==> src/rtl/time_set_pkg.sv <==
// ============================================================================
// Module   : time_set_pkg
// Purpose  : Shared types and constants for the clock time-set controller.
// Revision : 1.0 - initial release
// ============================================================================
`default_nettype none

package time_set_pkg;

    typedef enum logic [1:0] {
        MODE_RUN     = 2'd0,
        MODE_SET_HR  = 2'd1,
        MODE_SET_MIN = 2'd2,
        MODE_SET_SEC = 2'd3
    } mode_e;

    // tick_2hz ticks a button must stay held before auto-repeat starts
    localparam int BLINK_HOLD_TICKS = 2;

    function automatic mode_e next_mode(input mode_e m);
        case (m)
            MODE_RUN:     return MODE_SET_HR;
            MODE_SET_HR:  return MODE_SET_MIN;
            MODE_SET_MIN: return MODE_SET_SEC;
            default:      return MODE_RUN;
        endcase
    endfunction

endpackage

`default_nettype wire

==> src/rtl/time_set_controller_if.sv <==
// ============================================================================
// Module   : time_set_controller_if
// Purpose  : Buttons/timebase in, step pulses and display blanking out.
// Revision : 1.0 - initial release
// ============================================================================
`default_nettype none

interface time_set_controller_if;
    logic       tick_1hz;
    logic       tick_2hz;
    logic       btn_mode;
    logic       btn_up;
    logic       btn_down;
    logic       sec_tc;
    logic       min_tc;
    logic       step_sec;
    logic       step_min;
    logic       step_hr;
    logic       dir_up;
    logic [1:0] mode;
    logic       blank_hr;
    logic       blank_min;
    logic       blank_sec;

    // master: the controller, which issues steps to the counter bank
    modport master (
        input  tick_1hz, tick_2hz, btn_mode, btn_up, btn_down, sec_tc, min_tc,
        output step_sec, step_min, step_hr, dir_up, mode,
        output blank_hr, blank_min, blank_sec
    );

    modport slave (
        output tick_1hz, tick_2hz, btn_mode, btn_up, btn_down, sec_tc, min_tc,
        input  step_sec, step_min, step_hr, dir_up, mode,
        input  blank_hr, blank_min, blank_sec
    );
endinterface

`default_nettype wire

==> src/rtl/btn_edge.sv <==
// ============================================================================
// Module   : btn_edge
// Purpose  : Sample + history register pair giving a one-cycle rising edge.
// Revision : 1.0 - initial release
// ============================================================================
`default_nettype none

module btn_edge (
    input  wire logic clk,
    input  wire logic reset,
    input  wire logic btn,
    output logic      level,
    output logic      rise
);
    logic r_sample;
    logic r_hist;

    always_ff @(posedge clk) begin
        if (reset) begin
            r_sample <= 1'b0;
            r_hist   <= 1'b0;
        end else begin
            r_sample <= btn;
            r_hist   <= r_sample;
        end
    end

    assign level = r_sample;
    assign rise  = r_sample & ~r_hist;
endmodule

`default_nettype wire

==> src/rtl/time_set_controller.sv <==
// ============================================================================
// Module   : time_set_controller
// Purpose  : Run/set mode sequencer for the BCD time counters. Optional
//            hold-to-repeat stepping is enabled by TIME_SET_AUTOREPEAT_EN.
// Revision : 1.0 - initial release
// ============================================================================
`default_nettype none

module time_set_controller #(
    parameter int TIMEOUT_S = 10
) (
    input wire logic               clk,
    input wire logic               reset,
    time_set_controller_if.master  bus
);
    import time_set_pkg::*;

    localparam int              c_tw     = (TIMEOUT_S > 0) ? $clog2(TIMEOUT_S + 1) : 1;
    localparam logic [c_tw-1:0] c_reload = c_tw'(TIMEOUT_S);

    logic w_mode_edge, w_up_edge, w_down_edge;
    logic w_mode_lvl, w_up_lvl, w_down_lvl;

    btn_edge u_mode (.clk(clk), .reset(reset), .btn(bus.btn_mode), .level(w_mode_lvl), .rise(w_mode_edge));
    btn_edge u_up   (.clk(clk), .reset(reset), .btn(bus.btn_up),   .level(w_up_lvl),   .rise(w_up_edge));
    btn_edge u_down (.clk(clk), .reset(reset), .btn(bus.btn_down), .level(w_down_lvl), .rise(w_down_edge));

    mode_e           r_state;
    logic            r_phase;
    logic [c_tw-1:0] r_tcount;
    logic            r_step_sec, r_step_min, r_step_hr, r_dir_up;
    logic            r_blank_hr, r_blank_min, r_blank_sec;

    logic  w_set, w_tmo, w_man_step, w_rep_step, w_rep_up, w_step_req, w_step_up;
    mode_e w_state_nxt;
    logic  w_phase_nxt;
    logic  w_unused_mode;

    assign w_unused_mode = w_mode_lvl;
    assign w_set      = (r_state != MODE_RUN);
    assign w_tmo      = w_set && (TIMEOUT_S != 0) && bus.tick_1hz && (r_tcount == c_tw'(1));
    // simultaneous up+down cancel; a mode edge swallows either
    assign w_man_step = w_set && (w_up_edge ^ w_down_edge) && !w_mode_edge;
    assign w_step_req = !w_tmo && !w_mode_edge && (w_man_step || w_rep_step);
    assign w_step_up  = w_man_step ? w_up_edge : w_rep_up;

    always_comb begin
        w_state_nxt = r_state;
        if (w_mode_edge) begin
            w_state_nxt = next_mode(r_state);
        end else if (w_tmo) begin
            w_state_nxt = MODE_RUN;
        end
        w_phase_nxt = r_phase;
        if (w_state_nxt != r_state) begin
            w_phase_nxt = 1'b0;
        end else if (bus.tick_2hz) begin
            w_phase_nxt = ~r_phase;
        end
    end

`ifdef TIME_SET_AUTOREPEAT_EN
    localparam int              c_hw   = $clog2(BLINK_HOLD_TICKS + 1);
    localparam logic [c_hw-1:0] c_hold = c_hw'(BLINK_HOLD_TICKS);

    logic            r_rep_arm;
    logic            r_rep_up;
    logic [c_hw-1:0] r_hold_cnt;
    logic            w_rep_held;

    // the repeating button must stay down alone; both held never repeats
    assign w_rep_held = r_rep_up ? (w_up_lvl & ~w_down_lvl) : (w_down_lvl & ~w_up_lvl);
    assign w_rep_step = r_rep_arm && w_rep_held && bus.tick_2hz && (r_hold_cnt == c_hold);
    assign w_rep_up   = r_rep_up;

    always_ff @(posedge clk) begin
        if (reset) begin
            r_rep_arm  <= 1'b0;
            r_rep_up   <= 1'b1;
            r_hold_cnt <= '0;
        end else if (w_step_req && w_man_step) begin
            r_rep_arm  <= 1'b1;
            r_rep_up   <= w_up_edge;
            r_hold_cnt <= '0;
        end else if ((w_state_nxt != r_state) || !w_rep_held) begin
            r_rep_arm  <= 1'b0;
            r_hold_cnt <= '0;
        end else if (r_rep_arm && bus.tick_2hz && (r_hold_cnt != c_hold)) begin
            r_hold_cnt <= r_hold_cnt + 1'b1;
        end
    end
`else
    logic w_unused_lvl;

    assign w_rep_step   = 1'b0;
    assign w_rep_up     = 1'b1;
    assign w_unused_lvl = &{1'b0, w_up_lvl, w_down_lvl};
`endif

    always_ff @(posedge clk) begin
        if (reset) begin
            r_state     <= MODE_RUN;
            r_phase     <= 1'b0;
            r_tcount    <= '0;
            r_step_sec  <= 1'b0;
            r_step_min  <= 1'b0;
            r_step_hr   <= 1'b0;
            r_dir_up    <= 1'b1;
            r_blank_hr  <= 1'b0;
            r_blank_min <= 1'b0;
            r_blank_sec <= 1'b0;
        end else begin
            r_state    <= w_state_nxt;
            r_phase    <= w_phase_nxt;
            r_step_sec <= 1'b0;
            r_step_min <= 1'b0;
            r_step_hr  <= 1'b0;

            if (r_state == MODE_RUN) begin
                if (bus.tick_1hz) begin
                    r_step_sec <= 1'b1;
                    r_step_min <= bus.sec_tc;
                    r_step_hr  <= bus.sec_tc & bus.min_tc;
                    r_dir_up   <= 1'b1;
                end
            end else if (w_step_req) begin
                case (r_state)
                    MODE_SET_HR:  r_step_hr  <= 1'b1;
                    MODE_SET_MIN: r_step_min <= 1'b1;
                    default:      r_step_sec <= 1'b1;
                endcase
                r_dir_up <= w_step_up;
            end

            if (w_mode_edge && (w_state_nxt != MODE_RUN)) begin
                r_tcount <= c_reload;
            end else if (w_state_nxt == MODE_RUN) begin
                r_tcount <= '0;
            end else if (w_step_req) begin
                r_tcount <= c_reload;
            end else if (bus.tick_1hz && (r_tcount != '0)) begin
                r_tcount <= r_tcount - 1'b1;
            end

            r_blank_hr  <= (w_state_nxt == MODE_SET_HR)  & w_phase_nxt;
            r_blank_min <= (w_state_nxt == MODE_SET_MIN) & w_phase_nxt;
            r_blank_sec <= (w_state_nxt == MODE_SET_SEC) & w_phase_nxt;
        end
    end

    assign bus.step_sec  = r_step_sec;
    assign bus.step_min  = r_step_min;
    assign bus.step_hr   = r_step_hr;
    assign bus.dir_up    = r_dir_up;
    assign bus.mode      = r_state;
    assign bus.blank_hr  = r_blank_hr;
    assign bus.blank_min = r_blank_min;
    assign bus.blank_sec = r_blank_sec;
endmodule

`default_nettype wire
==> src/flat_wrapper.sv <==
// flat-port wrapper written by rule: the top's interface ports become plain ports
module time_set_controller_flat import time_set_pkg::*;
#(
    parameter int TIMEOUT_S = 10
)
  (clk, reset, bus_tick_1hz, bus_tick_2hz, bus_btn_mode, bus_btn_up, bus_btn_down, bus_sec_tc, bus_min_tc, bus_step_sec, bus_step_min, bus_step_hr, bus_dir_up, bus_mode, bus_blank_hr, bus_blank_min, bus_blank_sec);
  time_set_controller_if bus_i ();
  input wire logic clk;
  input wire logic reset;
  input wire logic [$bits(bus_i.tick_1hz)-1:0] bus_tick_1hz;
  input wire logic [$bits(bus_i.tick_2hz)-1:0] bus_tick_2hz;
  input wire logic [$bits(bus_i.btn_mode)-1:0] bus_btn_mode;
  input wire logic [$bits(bus_i.btn_up)-1:0] bus_btn_up;
  input wire logic [$bits(bus_i.btn_down)-1:0] bus_btn_down;
  input wire logic [$bits(bus_i.sec_tc)-1:0] bus_sec_tc;
  input wire logic [$bits(bus_i.min_tc)-1:0] bus_min_tc;
  output wire logic [$bits(bus_i.step_sec)-1:0] bus_step_sec;
  output wire logic [$bits(bus_i.step_min)-1:0] bus_step_min;
  output wire logic [$bits(bus_i.step_hr)-1:0] bus_step_hr;
  output wire logic [$bits(bus_i.dir_up)-1:0] bus_dir_up;
  output wire logic [$bits(bus_i.mode)-1:0] bus_mode;
  output wire logic [$bits(bus_i.blank_hr)-1:0] bus_blank_hr;
  output wire logic [$bits(bus_i.blank_min)-1:0] bus_blank_min;
  output wire logic [$bits(bus_i.blank_sec)-1:0] bus_blank_sec;
  assign bus_i.tick_1hz = bus_tick_1hz;
  assign bus_i.tick_2hz = bus_tick_2hz;
  assign bus_i.btn_mode = bus_btn_mode;
  assign bus_i.btn_up = bus_btn_up;
  assign bus_i.btn_down = bus_btn_down;
  assign bus_i.sec_tc = bus_sec_tc;
  assign bus_i.min_tc = bus_min_tc;
  assign bus_step_sec = bus_i.step_sec;
  assign bus_step_min = bus_i.step_min;
  assign bus_step_hr = bus_i.step_hr;
  assign bus_dir_up = bus_i.dir_up;
  assign bus_mode = bus_i.mode;
  assign bus_blank_hr = bus_i.blank_hr;
  assign bus_blank_min = bus_i.blank_min;
  assign bus_blank_sec = bus_i.blank_sec;
  time_set_controller #(.TIMEOUT_S(TIMEOUT_S)) u_core (.clk(clk), .reset(reset), .bus(bus_i));
endmodule
==> config.mk <==
export PLATFORM = sky130hd
export DESIGN_NAME = time_set_controller_flat
export DESIGN_NICKNAME = d
export VERILOG_FILES = /design/src/rtl/time_set_pkg.sv /design/src/rtl/time_set_controller_if.sv /design/src/rtl/btn_edge.sv /design/src/rtl/time_set_controller.sv /design/src/flat_wrapper.sv
export SDC_FILE = /design/constraint.sdc
export NUM_CORES = 1
export LEC_CHECK = 0
export BUFFER_PORTS_ARGS = -buffer_cell sky130_fd_sc_hd__buf_2
export CORE_ASPECT_RATIO = 1.4
export CORE_MARGIN = 2
export CORE_UTILIZATION = 40
export CTS_CLUSTER_SIZE = 16
export DETAILED_ROUTE_END_ITERATION = 16
export HOLD_SLACK_MARGIN = 0.03
export PLACE_DENSITY = 0.63
export SYNTH_ARGS = -nofsm -noshare
export SYNTH_HDL_FRONTEND = slang
export SYNTH_HIERARCHICAL = 1
export SYNTH_SLANG_ARGS = --single-unit
export TNS_END_PERCENT = 50
==> constraint.sdc <==
create_clock -name clk -period 1.75 [get_ports clk]
set_clock_uncertainty 0.15 [all_clocks]
set_input_delay 0.35 -clock clk [delete_from_list [all_inputs] [get_ports clk]]
set_output_delay 0.35 -clock clk [all_outputs]
set_load 0.005 [all_outputs]
==> Word-level counts from Yosys, hierarchy flattened <==
Index checks and enable logic that the tools add are counted.
{ "classes": {"n_eq_ne": 8, "reduce_logical": 20, "add_sub_neg": 1, "mux": 25, "bitwise_logic": 12} }
{ "ops": {"columns": ["cell", "count"], "rows": [
  ["$mux 1", 18],
  ["$mux 4", 4],
  ["$logic_and 1x1->1", 8],
  ["$reduce_bool 4->1", 2],
  ["$and 1x1->1", 7],
  ["$eq 2x2->1 const B", 3],
  ["$pmux 2 s3", 1],
  ["$reduce_bool 2->1", 3],
  ["$eq 2x1->1 const B", 2],
  ["$eq 4x1->1 const B", 1],
  ["$logic_not 2->1", 2],
  ["$mux 2", 2],
  ["$not 1->1", 4],
  ["$reduce_or 4->1", 1],
  ["$sub 4x1->4 const B", 1],
  ["$logic_not 1->1", 2],
  ["$ne 2x2->1", 1],
  ["$ne 2x2->1 const B", 1],
  ["$reduce_and 2->1", 1],
  ["$reduce_or 2->1", 1],
  ["$xor 1x1->1", 1]
]} }
{ "totals": {"input_bits": 9, "output_inout_bits": 9, "reg_bits": 20} }

==> Longest topological paths before layout <==
{ "depth": {"ltp_word": 9, "depth_mapped": 7, "mapped_depth_nobuf": 6} }

==> By module <==
The synthesis kept the hierarchy.
{ "by_module_without_submodules": {"columns": ["mod", "cells_each", "n_inst", "area_per_inst_um2"], "rows": [
  ["time_set_controller", 87, 1, 757.0],
  ["btn_edge", 5, 3, 61.3]
]} }

==> Worst setup path before layout <==
OpenSTA, ideal clock, no wires.
{ "synth_timing": {"path_kind": "register to register", "start": "reg u_core.r_state[0], in the netlist u_core/bus.mode[0]", "end": "reg u_core.r_tcount[0]", "period_less_slack_ns": 1.794, "arrival_time_ns": 1.579, "setup_slack_ns": -0.044, "required_ns": 1.536, "path_buffers": 1, "setup_time_ns": 0.064, "path_stages_with_launch": 8, "cell_sequence": "dfxtp_1 -> inv_1 -> ha_1 -> buf_2 -> nor2_1 -> a21oi_1 -> or4b_1 -> nor2_1"} }
{ "synth_via": {"elab_chain_len": 8} }
{ "synth_lines": {"columns": ["item", "line_no", "rtl"], "rows": [
  ["start: declaration", "time_set_controller.sv:28", "mode_e r_state;"],
  ["start signal: assignment", "time_set_controller.sv:113", "r_state <= w_state_nxt;"],
  ["$reduce_bool 2->1", "time_set_controller.sv:40", "assign w_set = (r_state != MODE_RUN);"],
  ["$logic_and 1x1->1 (2 in a row)", "time_set_controller.sv:41", "assign w_tmo = w_set && (TIMEOUT_S != 0) && bus.tick_1hz && (r_tcount == c_tw'(1));"],
  ["$mux 2", "time_set_controller.sv:51", "end else if (w_tmo) begin"],
  ["$mux 2", "time_set_controller.sv:49", "if (w_mode_edge) begin"],
  ["$reduce_bool 2->1", "time_set_controller.sv:135", "if (w_mode_edge && (w_state_nxt != MODE_RUN)) begin"],
  ["$logic_and 1x1->1", "time_set_controller.sv:135", null],
  ["$reduce_or 4->1 (no line) (*)", null, null],
  ["end signal: assignment", "time_set_controller.sv:136", "r_tcount <= c_reload;"],
  ["end signal: assignment", "time_set_controller.sv:140", "r_tcount <= c_reload;"],
  ["end signal: assignment", "time_set_controller.sv:142", "r_tcount <= r_tcount - 1'b1;"],
  ["end: declaration", "time_set_controller.sv:30", "logic [c_tw-1:0] r_tcount;"]
]} }
Every way passes the cells marked *; elsewhere a longest branch is shown, timed or not.
A chain may end at the register's enable or synchronous reset.

==> Worst setup path in the final report <==
{ "layout_timing": {"start": "reg u_core.r_tcount[1]", "end": "reg u_core.r_tcount[2]"} }
{ "layout_via": {"elab_chain_len": 7} }
{ "layout_lines": {"columns": ["item", "line_no"], "rows": [
  ["$eq 4x1->1", "time_set_controller.sv:41"],
  ["$logic_and 1x1->1", "time_set_controller.sv:41"],
  ["$mux 2", "time_set_controller.sv:51"],
  ["$mux 2", "time_set_controller.sv:49"],
  ["$reduce_bool 2->1", "time_set_controller.sv:135"],
  ["$logic_and 1x1->1", "time_set_controller.sv:135"],
  ["$reduce_or 4->1 (no line)", null]
]} }
Parallel ways exist; a longest one is shown, timed or not.

==> results_tabular.tex <==
\begin{tabular}{lr}
\hline
Metric & Value \\
\hline
\multicolumn{2}{l}{\textbf{Status}} \\
Result of the run & completed \\
\multicolumn{2}{l}{\textbf{Setup path}} \\
Critical register-to-register path endpoint & u\_core/r\_tcount[2] \\
Critical Path End Type & register \\
Crit-path max cell delay & 500 ps \\
Critical path cell sequence & inv\_2 -> ha\_2 -> and4bb\_4 -> nor4\_4 -> or4b\_4 -> nor2\_2 \\
Total number of cells along the worst setup path & 6 \\
Launching element type of the critical path & register \\
CP Data Required Time & 1850 ps \\
Worst Setup Path Type & register to register \\
Worst flop-to-flop path startpoint & u\_core/r\_tcount[1] \\
Buf+Inv Stages, Crit Path & 1 \\
Critical path's slowest cell & sky130\_fd\_sc\_hd\_\_or4b\_4 \\
Data arrival, critical path & 1790 ps \\
Top Family by Delay on Critical Path & simple AND/OR/NAND/NOR gates \\
R2R setup slack & between 50 and 60 ps \\
Worst Path Max Fanout & 5 \\
Cells on worst reg2reg path & 6 \\
\multicolumn{2}{l}{\textbf{Place}} \\
Placed inst area & roughly 0.0012 mm2 \\
Port-buffer cells & 17 \\
Detailed placement HPWL & 1.40 mm \\
Final weighted congestion of routability-driven global placement & 0.790 \\
\multicolumn{2}{l}{\textbf{Clock tree}} \\
TritonCTS clock tree & done \\
Root buffer selected by CTS & sky130\_fd\_sc\_hd\_\_clkbuf\_4 \\
Skew-Pair Late Insertion Delay & 300 ps \\
CTS buffer count & 3 \\
Maximum number of buffers from clock root to sink & 2 \\
Number of buffers inserted by hold repair at cts & 0 \\
CTS sink count & 20 \\
Register clock-pin slew on the reported worst setup and hold paths & 110 ps \\
CTS HTree Levels & 1 \\
\multicolumn{2}{l}{\textbf{Drt}} \\
First-pass iteration count of the detailed router & 6 \\
Via-to-Cell Ratio & roughly 5.2 \\
Final wirelength & 1.85 mm \\
Count of vias placed by the detailed router & 820 \\
Remaining design rule violation count & 0 \\
WL per Instance & roughly 12 um \\
Antenna Nets Post-Route & 0 \\
Number of DRC violations after detailed-routing iteration 0 & 14 \\
\multicolumn{2}{l}{\textbf{Flow run}} \\
Max-cap violation count & 0 \\
\multicolumn{2}{l}{\textbf{Layout}} \\
Top library cells by usage in the layout, fill and taps aside & sky130\_fd\_sc\_hd\_\_buf\_2, sky130\_fd\_sc\_hd\_\_buf\_4, sky130\_fd\_sc\_hd\_\_dfxtp\_1, sky130\_fd\_sc\_hd\_\_nand2\_1, sky130\_fd\_sc\_hd\_\_a21oi\_1 \\
Most common cell after layout, fill and taps aside & sky130\_fd\_sc\_hd\_\_buf\_2 \\
Area growth from synthesis to layout & 31.8\% \\
Reg with most FFs & u\_core/r\_tcount \\
Share of post-route cells with drive strength above 1 & approximately 44\% \\
Count of fill cells added during filler insertion & between 200 and 250 \\
Design area & 0.00124 mm2 \\
Largest register FFs & 4 \\
Inserted Diodes & 0 \\
Layout net count & 152 \\
\multicolumn{2}{l}{\textbf{STA}} \\
Normalized max-slew margin & 81.6\% \\
Unrepaired setup endpoints after global routing & false \\
Count of final max-slew check failures & 0 \\
Final worst path period share & 96.8\% \\
Slew of the pin with the lowest slew margin & 274 ps \\
Hold Vio Cnt, Final & 0 \\
Top achievable clock speed & roughly 590 MHz \\
Setup Total Neg Slack & 0 ps \\
Final setup violating endpoints & 0 \\
Final critical path time including I/O delays and setup & $\sim$1700 ps \\
\multicolumn{2}{l}{\textbf{Synth}} \\
Synth Area in Compound Gates & 14.5\% \\
Total of warnings raised by yosys & 6 \\
Post-synth top area cell & sky130\_fd\_sc\_hd\_\_dfxtp\_1 \\
Synth Flop Type & sky130\_fd\_sc\_hd\_\_dfxtp\_1 \\
Summed instance area of the synthesized netlist & 941 um2 \\
Post-synthesis adder-cell area fraction & 7.98\% \\
Count of state elements after synthesis & 20 \\
Register area share after synthesis & 42.6\% \\
Simple-gate portion of the synthesized area & 26.5\% \\
Asr flop ratio synth & 0\% \\
Most area-consuming cells after synthesis & sky130\_fd\_sc\_hd\_\_dfxtp\_1, sky130\_fd\_sc\_hd\_\_ha\_1, sky130\_fd\_sc\_hd\_\_a21oi\_1 \\
Multiplexer share of the synthesized area & 0\% \\
Distinct cell type count after synthesis & 33 \\
Post-synthesis xor/xnor area fraction & between 4 and 5\% \\
Post-Syn Instances & 102 \\
Number of enable flip-flop cells after synthesis & 0 \\
Total nets after synthesis & between 100 and 150 \\
Avg Synthesized Cell Area & around 9.2 um2 \\
Combinational family with the most area after synthesis & simple AND/OR/NAND/NOR gates \\
Yosys top cell area share & between 40\% and 50\% \\
\multicolumn{2}{l}{\textbf{Floorplan}} \\
Core box area & 0.00220 mm2 \\
Total Die Area & between 0.002 and 0.003 mm2 \\
Initial Utilization & 42.7\% \\
IO Count & 18 \\
Row count & 20 \\
Die Ht & 61.4 um \\
Width of the chip & 45.0 um \\
\multicolumn{2}{l}{\textbf{Worst hold path}} \\
Hold crit path type & primary input to register \\
Number of cells on the worst hold path & 2 \\
Startpoint of the lowest-slack hold path & bus\_btn\_up \\
Min-Delay Endpoint & u\_core/u\_up/level \\
\multicolumn{2}{l}{\textbf{Pwr}} \\
Power share of the clock group & 28.4\% \\
Sw Pwr & 236 uW \\
Net switching fraction of the power & 25.3\% \\
Logic pwr share & slightly below 20\% \\
Internal cell power & 696 uW \\
Reported leakage power & 0.000528 uW \\
Part of the total power dissipated in sequential elements & 52.1\% \\
PwrDens & 752 mW/mm2 \\
VDD IR max & 400 uV \\
\multicolumn{2}{l}{\textbf{Global route}} \\
Number of global-route vias before repair & 765 \\
Aggregate global routing overflow & 0 \\
Pin count of the biggest net entering global routing & 15 \\
Initial antenna violation count & 0 \\
GR Util All Layers & 15.1\% \\
First-pass GRT wire length & 3.00 mm \\
\hline
\end{tabular}
[cell families after synthesis]
logic type      count (synthesis)
buf+inv                         9
xor+xnor                        5
simple gates                   40
compound gates                 22
fa+ha+maj                       6
flops                          20
[per-stage QoR]
step / power [uW] / util (%) / setup WS (ps) / std cells / hold slack [ps]
final: 932 / 56.3 / 56.1 / 158 / 103
after global routing: 982 / 56.3 / 4.70 / 158 / 104
after CTS: 936 / 54.7 / -9.43 / 158 / 93.2
after detailed placement: 662 / 52.7 / -74.1 / 154 / 300
after global placement: 659 / 52.7 / -68.0 / 154 / 296
after floorplan: 596 / - / 11.5 / 102 / 272
[Yosys cell counts, types with 2 or more instances]
cell,count
sky130_fd_sc_hd__dfxtp_1,20
sky130_fd_sc_hd__a21oi_1,9
sky130_fd_sc_hd__nand2_1,8
sky130_fd_sc_hd__nor2_1,7
sky130_fd_sc_hd__ha_1,6
sky130_fd_sc_hd__inv_1,6
sky130_fd_sc_hd__nor2b_1,6
sky130_fd_sc_hd__o21ai_0,5
sky130_fd_sc_hd__nor3_1,4
sky130_fd_sc_hd__nor2b_2,3
sky130_fd_sc_hd__xor2_1,3
sky130_fd_sc_hd__buf_2,2
sky130_fd_sc_hd__nand3_1,2
sky130_fd_sc_hd__xnor2_1,2
[routing by layer]
layer / part of all wire [%] / track usage [%]
met2: 52 / 27.6
met1: 43 / 15.7
met4: 2.5 / 10.1
met5: 0 / 0
met3: 2.3 / 1.76
[worst max path at each step]
| stage | startpoint | end | slack, ps |
|---|---|---|---|
| floorplan | u_core/bus.mode[1] | u_core/bus.step_sec | 10 |
| global placement | u_core/bus.mode[1] | u_core/bus.blank_hr | -70 |
| detailed placement | u_core/bus.mode[1] | u_core/bus.blank_hr | -70 |
| CTS | u_core/bus.mode[1] | u_core/bus.step_sec | -9 |
| global route | u_core/r_tcount[1] | u_core/r_tcount[0] | 5 |
| finish | u_core/r_tcount[1] | u_core/r_tcount[2] | 60 |
[worst reg2reg max path: stages (launching register included)]
cell and delay, ps:
sky130_fd_sc_hd__dfxtp_2 340, sky130_fd_sc_hd__inv_2 50, sky130_fd_sc_hd__ha_2 150, sky130_fd_sc_hd__and4bb_4 300
sky130_fd_sc_hd__nor4_4 70, sky130_fd_sc_hd__or4b_4 500, sky130_fd_sc_hd__nor2_2 90
[power by group through the flow]
| stage | registers (uW) | clock network (uW) | logic [uW] |
|---|---|---|---|
| 3_3_place_gp | 495 | 0 | 164 |
| 6_report | 486 | 265 | 181 |
| 5_1_grt | 488 | 293 | 201 |
| 2_1_floorplan | 498 | 0 | 98.2 |
| 3_5_place_dp | 495 | 0 | 166 |
| 4_1_cts | 485 | 281 | 170 |
[layout make-up]
class | instances | area, um2 | share of cell area (%)
multi-input cells | 73 | 543 | 43.8
flip-flops and latches | 20 | 405 | 32.7
repair buffers | 33 | 205 | 16.5
clock buffers | 4 | 36.3 | 2.93
well taps | 22 | 27.5 | 2.22
inverters | 6 | 22.5 | 1.82
[what timing repair did]
action                     4_1_cts  5_1_grt
pin swaps                        0        5
setup buffers                    0        0
resized for setup                3       15
setup endpoints to repair        3        9
No activity file was read; power rests on OpenSTA's default activity.
